[src/rtl/gearbox_tx_pkg.sv]
// Shared PCS constants for the 66b/64b transmit gearbox.
package gearbox_tx_pkg;
  localparam int PCS_HEAD_W = 2;
  localparam int PCS_DATA_W = 64;
  localparam int BLOCK_W    = PCS_HEAD_W + PCS_DATA_W;
  localparam int GB_SEQ_N   = 33;
  localparam int GB_SEQ_W   = 6;
  // Sequence value at which the residual holds a full word and input stalls.
  localparam logic [GB_SEQ_W-1:0] GB_SEQ_LAST = GB_SEQ_W'(GB_SEQ_N - 1);
endpackage

[src/rtl/gearbox_tx_shift.sv]
// Barrel merge: places the new block above the 2*seq valid residual bits
// and splits the result into the outgoing word and the new residual.
module gearbox_tx_shift
  import gearbox_tx_pkg::*;
#(
  parameter int HEAD_W = PCS_HEAD_W,
  parameter int DATA_W = PCS_DATA_W
) (
  input  logic [HEAD_W+DATA_W-1:0] blk,
  input  logic [DATA_W-1:0]        res,
  input  logic [GB_SEQ_W-1:0]      seq,
  output logic [DATA_W-1:0]        res_next,
  output logic [DATA_W-1:0]        word_next
);
  localparam int BW    = HEAD_W + DATA_W;
  localparam int CAT_W = 2 * DATA_W;

  logic [GB_SEQ_W:0] sh;     // 0..64, one bit wider than seq
  logic [DATA_W-1:0] mask;
  logic [CAT_W-1:0]  cat;

  // Only reached with seq <= 31, so blk << (2*seq) always fits in 2*DATA_W bits.
  always_comb begin
    sh   = {seq, 1'b0};
    mask = (sh >= (GB_SEQ_W+1)'(DATA_W)) ? '1 : ((DATA_W'(1) << sh) - DATA_W'(1));
    cat  = ({{(CAT_W-BW){1'b0}}, blk} << sh) | {{DATA_W{1'b0}}, res & mask};
    word_next = cat[DATA_W-1:0];
    res_next  = cat[CAT_W-1:DATA_W];
  end
endmodule

[src/rtl/gearbox_tx.sv]
// 66b->64b transmit gearbox: one block in per cycle, one word out per cycle,
// stalling the upstream once every 33 cycles to flush the full residual.
module gearbox_tx
  import gearbox_tx_pkg::*;
#(
  parameter int HEAD_W = PCS_HEAD_W,
  parameter int DATA_W = PCS_DATA_W
) (
  input  logic              clk,
  input  logic              nreset,
  input  logic              valid_i,
  input  logic [HEAD_W-1:0] head_i,
  input  logic [DATA_W-1:0] data_i,
  output logic              accept_o,
  output logic              data_v_o,
  output logic [DATA_W-1:0] data_o
);
  logic [GB_SEQ_W-1:0] seq_q;
  logic [DATA_W-1:0]   res_q;
  logic [DATA_W-1:0]   res_next;
  logic [DATA_W-1:0]   word_next;

  gearbox_tx_shift #(.HEAD_W(HEAD_W), .DATA_W(DATA_W)) u_shift (
    .blk       ({data_i, head_i}),
    .res       (res_q),
    .seq       (seq_q),
    .res_next  (res_next),
    .word_next (word_next)
  );

  // Registered-state only: no combinational path from valid_i.
  assign accept_o = (seq_q != GB_SEQ_LAST);

  // Sequence counter, residual and output word: flush, transfer or idle.
  always_ff @(posedge clk) begin
    if (!nreset) begin
      seq_q    <= '0;
      res_q    <= '0;
      data_o   <= '0;
      data_v_o <= 1'b0;
    end else if (!accept_o) begin
      data_o   <= res_q;
      data_v_o <= 1'b1;
      seq_q    <= '0;
      res_q    <= '0;
    end else if (valid_i) begin
      data_o   <= word_next;
      res_q    <= res_next;
      seq_q    <= seq_q + GB_SEQ_W'(1);
      data_v_o <= 1'b1;
    end else begin
      data_v_o <= 1'b0;
    end
  end

  a_seq_range: assert property (@(posedge clk) disable iff (!nreset)
    seq_q <= GB_SEQ_LAST);
  a_accept: assert property (@(posedge clk)
    accept_o == (seq_q != GB_SEQ_LAST));
  a_vfall: assert property (@(posedge clk) disable iff (!nreset)
    $fell(data_v_o) |-> (!$past(nreset) || $past(accept_o && !valid_i)));
endmodule

[config.mk]
export PLATFORM = sky130hd
export DESIGN_NAME = gearbox_tx
export DESIGN_NICKNAME = d
export VERILOG_FILES = /design/src/rtl/gearbox_tx_pkg.sv /design/src/rtl/gearbox_tx_shift.sv /design/src/rtl/gearbox_tx.sv
export SDC_FILE = /design/constraint.sdc
export NUM_CORES = 1
export LEC_CHECK = 0
export BUFFER_PORTS_ARGS = -buffer_cell sky130_fd_sc_hd__buf_2
export CORE_UTILIZATION = 24
export DETAILED_ROUTE_END_ITERATION = 7
export PLACE_DENSITY = 0.43
export SLEW_MARGIN = 20
export SYNTH_ARGS = -nofsm -noshare
export SYNTH_HDL_FRONTEND = slang
export SYNTH_SLANG_ARGS = --single-unit
[constraint.sdc]
create_clock -name clk -period 7.1 [get_ports clk]
set_clock_uncertainty 0.05 [all_clocks]
set_input_delay 1.065 -clock clk [delete_from_list [all_inputs] [get_ports clk]]
set_output_delay 1.065 -clock clk [all_outputs]
set_load 0.1 [all_outputs]
==> flow_summary.json <==
{
  "drt-pass1-iter-count": 7,
  "setup_viol": 0,
  "syn_nets": 1610,
  "rows": 84,
  "p_switching_mw": 1.40,
  "timing.slew.headroom_pct": 22.3,
  "drc": 0,
  "cts_buffer_depth": 2,
  "required_ps": 7370,
  "crit_path_max_fanout": 38,
  "place.gp.congestion": 0.997,
  "placed_area_um2": 13900,
  "cp_slowest_cell": "a2111oi_1",
  "post_cts_buffers": 0,
  "fmax_mhz": 224,
  "layout_common_cells": "o21ai_0 (173), nand2_1 (142), buf_2 (133)",
  "rr_worst_depth": 9,
  "multiInputGateArea_um2": 9320,
  "rsz0062_at_grt": "false",
  "fp.dieH_um": 233,
  "power_density_nw_per_um2": 221,
  "min_path_cells": 2,
  "finalHoldViolations": 0,
  "synth_edf_count": 0,
  "yosysSeqAreaShare_pct": 21.2,
  "layout_commonest_cell": "o21ai_0",
  "grt_pass1_wl_mm": 98.2,
  "regArea_um2": 2720,
  "grt_pass1_vias": 13155,
  "r2r_end": "data_o[28]",
  "syn-instance-count": 1534,
  "min_from": "data_o[46]",
  "cts_resized": 0,
  "holdBufCountCts": 0,
  "synth_area_um2": 12800,
  "ys_seq_elements": 135,
  "fin_nets": 1645,
  "gr-total-overflow": 0,
  "syn2layout_area_growth_pct": 13.9,
  "ir_drop_v": 0.000171,
  "seq_power_share_pct": 27.3,
  "avgSynthCellArea_um2": 8.33,
  "outcome": "complete, no violations",
  "antenna_found_initial": 1,
  "h-tree-depth": 4,
  "rrSetupSlack_ps": 2630,
  "async_reset_ff_share_pct": 0,
  "fin_cells": 2269,
  "grt_usage_pct": 24.9,
  "period_share_pct": 62.9,
  "num-fill-cells": 5720,
  "routedWlPerCell_um": 30.4,
  "whs_endpoint": "data_o[46]",
  "switching_share_pct": 43.4,
  "initial_core_util_pct": 24.3,
  "period_minus_slack_ps": 4470,
  "die_x_um": 233,
  "dp_hpwl_mm": 50.6,
  "ant_nets": 0,
  "num_vias": 14176,
  "drtIter0Drc": 2065,
  "placed_cells": 2238,
  "core_area_um2": 52600,
  "r2r_start": "seq_q[1]",
  "worstPathCellList": "inv_1, ha_1, nand2_1, ha_1, o21ai_1, a2111oi_1, xor2_1, a21boi_0, o221a_2",
  "critPathMaxStageDelay_ps": 920,
  "routed_wl_mm": 69.0,
  "finalSetupTns_ps": 0,
  "yosys_most_used_dff": "dfxtp_1",
  "drv_cap": 0,
  "clock-sinks": 135,
  "p_int_mw": 1.82,
  "via_per_inst": 6.25,
  "cts_made_buffers": 17,
  "critPathLaunchType": "flop",
  "leakagePower_nw": 5.20,
  "grt_max_degree": 66,
  "final_layout_size_suffix_gt1_share_pct": 25.0,
  "slew_violations": 0,
  "io_buffers": 134,
  "clkPwrFrac_pct": 31.3,
  "yosysUniqueCellTypes": 93,
  "insertion_delay_ps": 440,
  "root_buffer": "clkbuf_16",
  "tritoncts": "yes",
  "critPathArrivalTime_ps": 4740,
  "antenna_cells": 0,
  "worst_path_most_repeated_cell": "ha_1",
  "worstSetupEndpointType": "flop",
  "worstSetupPathType": "flop to flop",
  "die_area_um2": 54200,
  "finalInstanceArea_um2": 14600,
  "io_pins": 135,
  "ys.warnings.count": 0,
  "hp-class": "flop to flop",
  "tightest_slew_ps": 1170,
  "share_comb_of_total_power_pct": 41.4,
  "cts.clk_slew.worst_paths_ps": 70
}
layer usage:
| layer | GRT usage (%) | up-vias | share of wire [%] |
|---|---|---|---|
| met4 | 8.05 | 0 | 3.1 |
| met3 | 5.67 | 117 | 11 |
| li1 | - | 6003 | - |
| met2 | 34.6 | 999 | 41 |
| met5 | 0 | - | 0 |
| met1 | 37.1 | 7057 | 45 |
cell usage after synthesis (11+ instances only):
master / n / area [um2]
mux2i_1: 70 / 701
dfxtp_1: 135 / 2700
nand3_1: 34 / 170
nand2b_1: 14 / 87.6
nand2_1: 143 / 537
a211oi_1: 12 / 90.1
a21oi_1: 126 / 631
nor2_1: 129 / 484
buf_4: 20 / 150
o211ai_1: 13 / 97.6
mux2_2: 48 / 541
nor2b_1: 14 / 87.6
inv_1: 11 / 41.3
xnor2_1: 14 / 123
o22ai_1: 17 / 106
buf_2: 48 / 240
o221a_2: 12 / 135
clkbuf_1: 78 / 293
a31oi_1: 27 / 169
o21ai_0: 173 / 866
nor3_1: 30 / 150
o221ai_1: 15 / 131
a221oi_1: 29 / 254
mux4_2: 90 / 2030
a22oi_1: 18 / 135
flip-flops by register name, indices dropped and copies added (netlist names):
name and cells:
data_o 64, data_v_o 1, res_q 64, seq_q 6
worst max-delay path, delay by kind of cell, from the launching register on:
| family | cells | cell delay [ps] |
|---|---|---|
| AO/OA/AOI/OAI | 4 | 1600 |
| adder cells (fa/ha/maj) | 2 | 980 |
| flip-flops | 1 | 670 |
| buffers and inverters | 1 | 400 |
| XOR/XNOR | 1 | 340 |
| AND/OR/NAND/NOR | 1 | 290 |
cells by family (layout without fill, tap and decap cells):
logic type	after synthesis	after routing	share of synthesized area, %
compound gates	558	558	28.6
simple gates	438	438	16.5
mux	209	209	25.7
buf+inv	171	218	6.32
flops	135	135	21.2
xor+xnor	16	16	1.10
fa+ha+maj	7	7	0.685
power by group through the flow:
stage / clock [mW] / combinational, mW / sequential [mW]
after CTS: 1.01 / 1.29 / 0.877
final: 1.01 / 1.33 / 0.878
after global routing: 1.04 / 1.38 / 0.883
after floorplan: 0 / 0.639 / 1.12
after global placement: 0 / 1.29 / 0.893
after detailed placement: 0 / 1.28 / 0.893
through the flow:
step | power (mW) | setup WS (ps) | utilization (%) | hold WS (ps)
after floorplan | 1.76 | 3350 | - | 394
after global placement | 2.18 | 2620 | 26.5 | 405
after detailed placement | 2.18 | 2800 | 26.5 | 408
after CTS | 3.18 | 2770 | 27.7 | 431
after global routing | 3.30 | 2440 | 27.7 | 457
final | 3.21 | 2630 | 27.7 | 424
final cells by class:
| cell class | count | share of cell area [%] |
|---|---|---|
| tap | 688 | 5.91 |
| clock buffer | 19 | 2.97 |
| clock inverter | 12 | 1.38 |
| multi-input combinational | 1228 | 64.0 |
| inverter | 14 | 0.361 |
| timing repair buffer | 173 | 6.64 |
| sequential | 135 | 18.7 |
worst max-delay path by stage:
| stage | from | to | slack [ps] | cells after the start |
|---|---|---|---|---|
| global route | seq_q[0] | data_o[57] | 2440 | 9 |
| global placement | seq_q[1] | data_o[28] | 2620 | 9 |
| CTS | seq_q[1] | accept_o | 2770 | 4 |
| detailed placement | seq_q[1] | data_o[28] | 2800 | 9 |
| finish | seq_q[1] | data_o[28] | 2630 | 9 |
| floorplan | seq_q[0] | data_o[54] | 3350 | 12 |
No activity file was read; power rests on OpenSTA's default activity.
